===== src/rtl/pixel_frame_writer.sv =====
// Captures one MAX_ROW x MAX_COL frame from a valid-only pixel stream into a
// double-banked frame buffer, then hands the finished bank to the display side.
module pixel_frame_writer #(
  parameter int MAX_ROW = 540,
  parameter int MAX_COL = 540,
  parameter int OFF_W   = 19
) (
  input  logic             clk,
  input  logic             rst,
  input  logic             capture_start_i,
  input  logic [7:0]       pixel_i,
  input  logic             pixel_en_i,
  output logic             wr_en_o,
  output logic [OFF_W:0]   wr_addr_o,
  output logic [7:0]       wr_data_o,
  output logic             disp_bank_o,
  output logic             frame_done_o,
  output logic             busy_o,
  output logic             overrun_o,
  output logic [9:0]       cnt_row_o,
  output logic [9:0]       cnt_col_o
);

  typedef enum logic [1:0] {IDLE, CAPTURE, DONE} state_e;

  localparam logic [9:0] LAST_ROW = 10'(MAX_ROW - 1);
  localparam logic [9:0] LAST_COL = 10'(MAX_COL - 1);

  state_e             state_q, state_d;
  logic [9:0]         row_q, row_d;
  logic [9:0]         col_q, col_d;
  logic [OFF_W-1:0]   off_q, off_d;
  logic               wr_bank_q, wr_bank_d;
  logic               wr_en_q, wr_en_d;
  logic [OFF_W:0]     wr_addr_q, wr_addr_d;
  logic [7:0]         wr_data_q, wr_data_d;
  logic               frame_done_q, frame_done_d;
  logic               overrun_q, overrun_d;

  logic accept, last_px;

  // A restart request wins over a pixel arriving in the same cycle.
  assign accept  = (state_q == CAPTURE) && pixel_en_i && !capture_start_i;
  assign last_px = accept && (row_q == LAST_ROW) && (col_q == LAST_COL);

  always_ff @(posedge clk or posedge rst) begin
    if (rst) state_q <= IDLE;
    else     state_q <= state_d;
  end

  always_comb begin
    state_d = state_q;
    case (state_q)
      IDLE:    if (capture_start_i) state_d = CAPTURE;
      CAPTURE: if (last_px)         state_d = DONE;
      DONE:                         state_d = IDLE;
      default:                      state_d = IDLE;
    endcase
  end

  always_comb begin
    row_d        = row_q;
    col_d        = col_q;
    off_d        = off_q;
    wr_bank_d    = wr_bank_q;
    wr_en_d      = 1'b0;
    wr_addr_d    = wr_addr_q;
    wr_data_d    = wr_data_q;
    frame_done_d = 1'b0;
    overrun_d    = overrun_q;
    case (state_q)
      IDLE: begin
        if (capture_start_i) begin
          row_d     = '0;
          col_d     = '0;
          off_d     = '0;
          overrun_d = 1'b0;
        end else if (pixel_en_i) begin
          overrun_d = 1'b1;
        end
      end
      CAPTURE: begin
        if (capture_start_i) begin
          row_d = '0;
          col_d = '0;
          off_d = '0;
        end else if (accept) begin
          wr_en_d   = 1'b1;
          wr_addr_d = {wr_bank_q, off_q};
          wr_data_d = pixel_i;
          // Counters wrap to zero on the last pixel so the offset never leaves the frame.
          if (last_px) begin
            row_d = '0;
            col_d = '0;
            off_d = '0;
          end else begin
            off_d = off_q + OFF_W'(1);
            if (col_q == LAST_COL) begin
              col_d = '0;
              row_d = row_q + 10'd1;
            end else begin
              col_d = col_q + 10'd1;
            end
          end
        end
      end
      DONE: begin
        frame_done_d = 1'b1;
        wr_bank_d    = ~wr_bank_q;
        row_d        = '0;
        col_d        = '0;
        off_d        = '0;
        if (pixel_en_i) overrun_d = 1'b1;
      end
      default: ;
    endcase
  end

  always_ff @(posedge clk or posedge rst) begin
    if (rst) begin
      row_q        <= '0;
      col_q        <= '0;
      off_q        <= '0;
      wr_bank_q    <= 1'b0;
      wr_en_q      <= 1'b0;
      wr_addr_q    <= '0;
      wr_data_q    <= '0;
      frame_done_q <= 1'b0;
      overrun_q    <= 1'b0;
    end else begin
      row_q        <= row_d;
      col_q        <= col_d;
      off_q        <= off_d;
      wr_bank_q    <= wr_bank_d;
      wr_en_q      <= wr_en_d;
      wr_addr_q    <= wr_addr_d;
      wr_data_q    <= wr_data_d;
      frame_done_q <= frame_done_d;
      overrun_q    <= overrun_d;
    end
  end

  assign wr_en_o      = wr_en_q;
  assign wr_addr_o    = wr_addr_q;
  assign wr_data_o    = wr_data_q;
  assign disp_bank_o  = ~wr_bank_q;
  assign frame_done_o = frame_done_q;
  assign busy_o       = (state_q != IDLE);
  assign overrun_o    = overrun_q;
  assign cnt_row_o    = row_q;
  assign cnt_col_o    = col_q;

endmodule


===== config.mk =====
export PLATFORM = sky130hd
export DESIGN_NAME = pixel_frame_writer
export DESIGN_NICKNAME = d
export VERILOG_FILES = /design/src/rtl/pixel_frame_writer.sv
export SDC_FILE = /design/constraint.sdc
export NUM_CORES = 1
export LEC_CHECK = 0
export BUFFER_PORTS_ARGS = -buffer_cell sky130_fd_sc_hd__buf_2
export CAP_MARGIN = 10
export CORE_MARGIN = 5
export CORE_UTILIZATION = 55
export CTS_CLUSTER_DIAMETER = 60
export DETAILED_ROUTE_END_ITERATION = 6
export PLACE_DENSITY = 0.9
export RECOVER_POWER = 25
export SLEW_MARGIN = 20
export SYNTH_ARGS = -nofsm -noshare
export SYNTH_HDL_FRONTEND = slang
export SYNTH_SLANG_ARGS = --single-unit

===== constraint.sdc =====
create_clock -name clk -period 2.8 [get_ports clk]
set_input_delay 0.7 -clock clk [delete_from_list [all_inputs] [get_ports clk]]
set_output_delay 0.7 -clock clk [all_outputs]
set_load 0.05 [all_outputs]

# After elaboration in Yosys (flattened, before gate mapping)
# Cells that the tools add are included.
# Widths: inputs -> output; s select.
[word_totals]
ff_bits = 73
input_bits = 12
out_inout_bits = 53
[classes]
addsub = 3
n_eq_ne = 8
muxes = 26
bitwise_logic = 2
reduce_logical = 13
[ops]
columns = ["op", "count"]
rows = [
  ["$mux 10", 9],
  ["$mux 19", 4],
  ["$pmux 10 s3", 2],
  ["$pmux 19 s3", 1],
  ["$add 10x1->10 const B", 2],
  ["$eq 10x10->1 const B", 2],
  ["$add 19x1->19 const B", 1],
  ["$mux 1", 6],
  ["$reduce_and 3->1", 2],
  ["$logic_and 1x1->1", 4],
  ["$mux 2", 2],
  ["$ne 2x2->1 const B", 2],
  ["$ne 4x3->1 const B", 1],
  ["$pmux 2 s2", 1],
  ["$reduce_and 4->1", 1],
  ["$reduce_bool 2->1", 2],
  ["$ne 3x3->1 const B", 1],
  ["$reduce_bool 3->1", 1],
  ["$eq 2x1->1 const B", 1],
  ["$eq 2x2->1 const B", 1],
  ["$logic_not 2->1", 1],
  ["$not 1->1", 2],
  ["$pmux 1 s2", 1],
  ["$reduce_and 2->1", 1],
  ["$logic_not 1->1", 1],
]

# Longest topological paths before layout
# Gate-level depths: netlist of run 1.
[logic_depth]
ltp_word = 9
ltp_mapped = 8
ltp_nobuf = 6

# Worst setup path before layout of run 1
# OpenSTA, ideal clock, no wires.
[synth_timing]
path_type = "register to register"
start = "register row_q[2] (netlist: cnt_row_o[2])"
end = "register off_q[0]"
t_arrival_ns = 2.327
required_time_ns = 2.675
setup_slack_ns = 0.349
path_stages_with_launch = 8
path_buffers = 2
synth_period_minus_slack_ns = 2.451
cell_sequence = "dfrtp_1 buf_6 or4b_1 or4b_1 o21ai_2 buf_6 nor2_4 mux2_2"
[synth_via]
elab_chain_cells = 7
[synth_lines]
columns = ["element", "line_no", "text"]
rows = [
  ["start, declared", "30", "logic [9:0] row_q, row_d;"],
  ["start signal, assigned", "131", "row_q <= row_d;"],
  ["$eq 10x10->1", "44", "assign last_px = accept && (row_q == LAST_ROW) && (col_q == LAST_COL);"],
  ["$logic_and 1x1->1 (2 in series)", "44", ""],
  ["$mux 19", "92", "if (last_px) begin"],
  ["$mux 19", "87", "end else if (accept) begin"],
  ["$mux 19", "83", "if (capture_start_i) begin"],
  ["$pmux 19 s3", "71", "case (state_q)"],
  ["end signal, assigned", "123", "off_q <= '0;"],
  ["end signal, assigned", "133", "off_q <= off_d;"],
  ["end, declared", "32", "logic [OFF_W-1:0] off_q, off_d;"],
]
# Every way passes these cells. The select of a mux whose other input is x is not followed.
# A chain may end at the register's enable or synchronous reset.

# Worst setup path in the final report of run 1
[layout_timing]
start = "register col_q[6] (netlist: cnt_col_o[6])"
end = "register off_q[18]"
[layout_via]
elab_chain_cells = 6
[layout_lines]
columns = ["element", "line_no", "text"]
rows = [
  ["start, declared", "31", "logic [9:0] col_q, col_d;"],
  ["start signal, assigned", "132", "col_q <= col_d;"],
  ["$eq 10x10->1", "44", ""],
  ["$logic_and 1x1->1", "44", ""],
  ["$mux 19", "92", ""],
  ["$mux 19", "87", ""],
  ["$mux 19", "83", ""],
  ["$pmux 19 s3", "71", ""],
]
# Every way passes these cells. The select of a mux whose other input is x is not followed.

==> results_dict.tcl, run 1 <==
set metrics [dict create \
    irDropWorstVdd_uv 454.6 \
    final_design_area_no_fill_mm2 0.003996 \
    grt_pass1_vias 2598 \
    grt-ovfl-total 0 \
    pwr_density_cell_mw_per_mm2 617.2 \
    setup-violations-final 0 \
    grt_usage_pct 19.81 \
    comb_power_share_pct 18.0 \
    cts_root_buf "clkbuf_8" \
    fmax_mhz 381.3 \
    drive_above_1_share_pct 30.99 \
    wl_met1_um 2987 \
    p_sw_share_pct 30.47 \
    worst-path-max-fanout 11 \
    grt_pass1_wl_um 11990 \
    synth_fp_nets 325 \
    ant_nets 0 \
    num_io_pins 65 \
    fill_cells 474 \
    report.final.hold_viol_count 0 \
    numPortBuffers 64 \
    antenna_found_initial 0 \
    rows 28 \
    period_needed_ns 2.623 \
    min_period_over_period_pct 93.67 \
    endpoint_kind "register" \
    routed.top_layer "met4" \
    outcome "finished, final reports clean" \
    final_cell_mix "73 x dfrtp_1, 64 x buf_2, 32 x nor2_1, 29 x mux2_2, 21 x nand2_1" \
    seq_power_share_pct 47.0 \
    gp_congestion 0.8767 \
    num_vias 2570 \
    syn_area_mm2 0.003388 \
    dp_hpwl_um 5096 \
    slew_violations 0 \
    num_antenna_cells 0 \
    path_class "register to register" \
    fin_nets 394 \
    die_area_mm2 0.007830 \
    postSynthCellCount 310 \
    power.switching_uw 751.7 \
    cts_buffer_depth 2 \
    p_clk_share_pct 35.0 \
    wl_per_cell_um 15.79 \
    area_growth_pct 17.95 \
    postPlaceCellArea_mm2 0.003804 \
    routed_via_density 5.599 \
    yosysWarningCount 0 \
    grt_max_degree 41 \
    met3_length_um 500 \
    final_common_cell "dfrtp_1" \
    grt_setup_unrepaired "no" \
    cts_resized 0 \
    ys_seq_area_share_pct 53.91 \
    worstSetupStartpointType "register" \
    fin_skew_ns 0.009436 \
    worst_pin_slew_ns 1.448 \
    htree_levels 3 \
    cts_buffers 9 \
    first_pass_iters 4 \
    die_w_um 88.49 \
    critPathArrivalTime_ns 2.84 \
    cts_tree "done" \
    drv_cap 0 \
    clock_latency_ns 0.34 \
    cts.sinks 73 \
    start_util_pct 56.89 \
    drc 0 \
    met2_length_um 3640 \
    final.setup.tns_ns 0 \
    synth_seq_cells 73 \
    drt-initial-drc-count 169 \
    power.internal_mw 1.715 \
    hp-class "register to register" \
    maxSlewHeadroom_pct 3.351 \
    timing.hold.ws_ns 0.5010 \
    avgSynthCellArea_um2 10.93 \
    drt_wl_total_um 7249 \
    post_cts_buffers 0 \
    hold_buffers 0 \
    core_area_mm2 0.005956 \
    synth_cell_types 40 \
    die_h_um 88.49 \
    clk_pin_slew_ns 0.08 \
    crit_required_ns 3.02 \
    p_leak_nw 1.957 \
]
## final timing paths
path	depth (start not counted)	slack (ns)	end	start
max	6	0.18	off_q[18]$_DFFE_PP0P_	cnt_col_o[6]$_DFFE_PP0P_
min	1	0.50	wr_addr_o[16]$_DFFE_PP0P_	wr_addr_o[16]$_DFFE_PP0P_
max reg2reg	6	0.18	off_q[18]$_DFFE_PP0P_	cnt_col_o[6]$_DFFE_PP0P_
min reg2reg	1	0.50	wr_addr_o[16]$_DFFE_PP0P_	wr_addr_o[16]$_DFFE_PP0P_
max in group asynchronous	3	0.62	wr_addr_o[17]$_DFFE_PP0P_	rst
min in group asynchronous	2	0.78	wr_data_o[3]$_DFFE_PP0P_	rst
## logic make-up after synthesis
logic type | count (synthesis) | synth area share [%]
simple gates | 124 | 19.24
flops | 73 | 53.91
compound gates | 34 | 6.314
mux | 29 | 9.638
xor+xnor | 24 | 6.204
buf+inv | 23 | 3.582
fa+ha+maj | 3 | 1.108
## final cells by class
type	instances	area (um2)	share of cell area [%]
sequential	73	1827	45.71
multi-input combinational	214	1440	36.04
timing repair buffer	73	390.4	9.768
clock buffer	12	165.2	4.133
tap	75	93.84	2.348
clock inverter	4	50.05	1.252
inverter	8	30.03	0.7514
## routing by layer
layer,vias to the layer above,GRT usage [%]
met5,-,0
met4,0,9.203
met3,13,3.724
met2,91,31.88
met1,1249,26.10
li1,1217,-
## cell usage after synthesis (all sizes together)
| cell type | instances | share of area [%] |
|---|---|---|
| nor2b | 8 | 1.5 |
| a211oi | 1 | 0.22 |
| nor4bb | 1 | 0.30 |
| a22o | 6 | 1.6 |
| nor3b | 2 | 0.44 |
| o41ai | 1 | 0.26 |
| nor3 | 9 | 1.3 |
| dfrtp | 73 | 54 |
| nand2b | 4 | 0.74 |
| clkbuf | 7 | 0.78 |
| buf | 8 | 1.9 |
| or3b | 1 | 0.26 |
| xor2 | 11 | 2.8 |
| inv | 8 | 0.89 |
| or4 | 1 | 0.22 |
| mux2 | 29 | 9.6 |
| or3 | 2 | 0.37 |
| nand3b | 1 | 0.22 |
| nand2 | 21 | 2.3 |
| xnor2 | 13 | 3.4 |
| and2 | 3 | 0.55 |
| o31ai | 2 | 0.44 |
| o21ai | 17 | 2.6 |
| nand4 | 7 | 1.3 |
| a21o | 1 | 0.22 |
| a211o | 1 | 0.26 |
| nor2 | 33 | 3.9 |
| a21oi | 5 | 0.74 |
| ha | 3 | 1.1 |
| and4 | 1 | 0.26 |
| nor4 | 3 | 0.55 |
| nor4b | 2 | 0.52 |
| or4b | 3 | 1.0 |
| and3 | 7 | 1.3 |
| nand3 | 15 | 2.2 |
## critical path, stage by stage (launching register included)
cell and delay, ns:
dfrtp_1 0.45, or4b_4 0.57, or4_1 0.50, o21ai_2 0.49, and2_1 0.24, buf_4 0.19, nor2_1 0.07
## flip-flops by register name (all words and copies together) (netlist names)
name and count:
cnt_col_o 10, cnt_row_o 10, frame_done_o 1, off_q 19, overrun_o 1, state_q 2
wr_addr_o 20, wr_bank_q 1, wr_data_o 8, wr_en_o 1
## metrics by stage
| step | total power, mW | instances | util, % | worst slack, ns |
|---|---|---|---|---|
| 2_1_floorplan | 1.515 | 310 | - | 0.2467 |
| 3_3_place_gp | 1.614 | 443 | 63.87 | 0.3292 |
| 3_5_place_dp | 1.630 | 443 | 63.87 | 0.2317 |
| 4_1_cts | 2.488 | 459 | 67.48 | 0.1681 |
| 5_1_grt | 2.570 | 459 | 67.10 | 0.07828 |
| 6_report | 2.467 | 459 | 67.10 | 0.1773 |
## power by group through the flow
stage / clock network [mW] / registers (mW) / logic [mW]
after floorplan: 0 / 1.35 / 0.161
after global placement: 0 / 1.18 / 0.439
after detailed placement: 0 / 1.18 / 0.450
after CTS: 0.878 / 1.16 / 0.451
after global routing: 0.928 / 1.17 / 0.475
final: 0.864 / 1.16 / 0.443
No activity file was read; power rests on OpenSTA's default activity.
==> run 2: changes to the inputs <==
--- a/config.mk
+++ b/config.mk
@@ -13,6 +13,7 @@
 export DETAILED_ROUTE_END_ITERATION = 6
 export PLACE_DENSITY = 0.9
 export RECOVER_POWER = 25
+export REMOVE_ABC_BUFFERS = 1
 export SLEW_MARGIN = 20
 export SYNTH_ARGS = -nofsm -noshare
 export SYNTH_HDL_FRONTEND = slang
==> run 2 against run 1 <==
Count of clock-buffer cells in the layout did not move. Largest power group unchanged. Utilization rose by 0.38 points. Critical endpoint is now cnt_row_o[6]$_DFFE_PP0P_. Critical path type unchanged. Largest cell class unchanged. Clock skew fell by 0.0033 ns. Routed wire length barely moved. Power rose by 2.8%. Sequential power barely moved. First-iteration DRC count rose by 0.59%. Worst setup slack improved by 0.24 ns.
==> results_dict.tcl, run 2 (synthesis gave the netlist of run 1 again) <==
set metrics [dict create \
    die_area_mm2 0.007830 \
    final_common_cell "dfrtp_1" \
    report.final.hold_viol_count 0 \
    cts_buffer_depth 2 \
    htree_levels 3 \
    grt_pass1_wl_um 12150 \
    hold_buffers 0 \
    worst-path-max-fanout 9 \
    fin_nets 392 \
    final_cell_mix "73 x dfrtp_1, 64 x buf_2, 32 x nor2_1, 29 x mux2_2, 21 x nand2_1" \
    cpMaxStageDelayCell "o31ai_1" \
    power.internal_mw 1.786 \
    setup-violations-final 0 \
    wl_per_cell_um 15.88 \
    grt_usage_pct 20.36 \
    ant_nets 0 \
    grt_setup_unrepaired "no" \
    crit_required_ns 3.07 \
    slew_violations 0 \
    drive_above_1_share_pct 30.89 \
    seq_power_share_pct 45.8 \
    min_period_over_period_pct 85.03 \
    largest_register_ffs 20 \
    drt_wl_total_um 7255 \
    maxSlewHeadroom_pct 28.38 \
    rows 28 \
    pwr_density_cell_mw_per_mm2 631.0 \
    worst_pin_slew_ns 1.073 \
    endpoint_kind "register" \
    comb_power_share_pct 17.6 \
    p_clk_share_pct 36.6 \
    power.total_mw 2.536 \
    grt-ovfl-total 0 \
    cts_root_buf "clkbuf_8" \
    antenna_found_initial 0 \
    final.setup.tns_ns 0 \
    num_antenna_cells 0 \
    grt_pass1_vias 2554 \
    outcome "finished, final reports clean" \
    post_cts_buffers 0 \
    irDropWorstVdd_uv 477.6 \
    drt-initial-drc-count 170 \
    drv_cap 0 \
    cts_resized 0 \
    period_needed_ns 2.381 \
    die_w_um 88.49 \
    cts_buffers 9 \
    clock_latency_ns 0.34 \
    worstPathCellList "or4b_4 > o31ai_1 > buf_4 > nand4_1 > xor2_1 > nor2_1" \
    fmax_mhz 420.0 \
    fin_skew_ns 0.006142 \
    cts.sinks 73 \
    dp_hpwl_um 5117 \
    core_area_mm2 0.005956 \
    cp_slowest_stage_delay_ns 0.58 \
    gp_congestion 0.8644 \
    hp-class "register to register" \
    drc 0 \
    clk_pin_slew_ns 0.07 \
    num_vias 2597 \
    first_pass_iters 4 \
    area_growth_pct 18.61 \
    power.switching_uw 749.9 \
    num_io_pins 65 \
    p_leak_nw 1.964 \
    cts_tree "done" \
    routed_via_density 5.683 \
    p_sw_share_pct 29.57 \
    critPathArrivalTime_ns 2.65 \
    die_h_um 88.49 \
    numPortBuffers 64 \
    path_class "register to register" \
    start_util_pct 56.89 \
    worstSetupStartpointType "register" \
    grt_max_degree 48 \
]
[run 2: cell type report]
class	count	area, um2
fill	458	1937
multi-input combinational	214	1440
sequential	73	1827
inverter	8	30.03
clock inverter	4	75.07
timing repair buffer	71	397.9
clock buffer	12	155.1
tap	75	93.84
[run 2: metrics by stage]
stage                     hold slack [ns]  util (%)  area [um2]  setup WS (ns)  cells
final                              0.5034     67.48        4019         0.4191    457
after global placement             0.4851     63.61        3789         0.5082    441
after floorplan                    0.4795         -        3297        0.05131    295
after global routing               0.5234     67.48        4019         0.3066    457
after CTS                          0.4247     67.48        4019         0.4458    457
after detailed placement           0.4913     63.61        3789         0.4596    441
[run 2: worst paths after layout]
path	slack, ns	cells past startpoint	start	endpoint
max in group asynchronous	1.39	3	rst	wr_data_o[1]$_DFFE_PP0P_
min in group asynchronous	0.62	2	rst	frame_done_o$_DFF_PP0_
worst min-delay path	0.50	1	wr_addr_o[8]$_DFFE_PP0P_	wr_addr_o[8]$_DFFE_PP0P_
worst min register to register	0.50	1	wr_addr_o[8]$_DFFE_PP0P_	wr_addr_o[8]$_DFFE_PP0P_
worst max register to register	0.42	6	cnt_col_o[6]$_DFFE_PP0P_	cnt_row_o[6]$_DFFE_PP0P_
worst max-delay path	0.42	6	cnt_col_o[6]$_DFFE_PP0P_	cnt_row_o[6]$_DFFE_PP0P_
[run 2: power by group through the flow]
stage / clock [mW] / combinational (mW) / sequential (mW)
floorplan: 0 / 0.141 / 1.36
global placement: 0 / 0.437 / 1.18
detailed placement: 0 / 0.450 / 1.18
CTS: 0.946 / 0.452 / 1.16
global route: 0.996 / 0.477 / 1.17
finish: 0.927 / 0.447 / 1.16
[run 2: layer usage]
| layer | vias to the layer above | wire length [um] | GRT usage [%] |
|---|---|---|---|
| li1 | 1215 | - | - |
| met1 | 1272 | 3011 | 26.12 |
| met3 | 14 | 446 | 4.749 |
| met4 | 0 | 168 | 9.203 |
| met5 | - | 0 | 0 |
| met2 | 96 | 3629 | 32.97 |
[run 2: critical path: cells and delay by family (launching register included)]
kind	cells	cell delay, ns
simple gates	3	0.82
buf+inv	1	0.29
flops	1	0.45
compound gates	1	0.58
xor+xnor	1	0.17
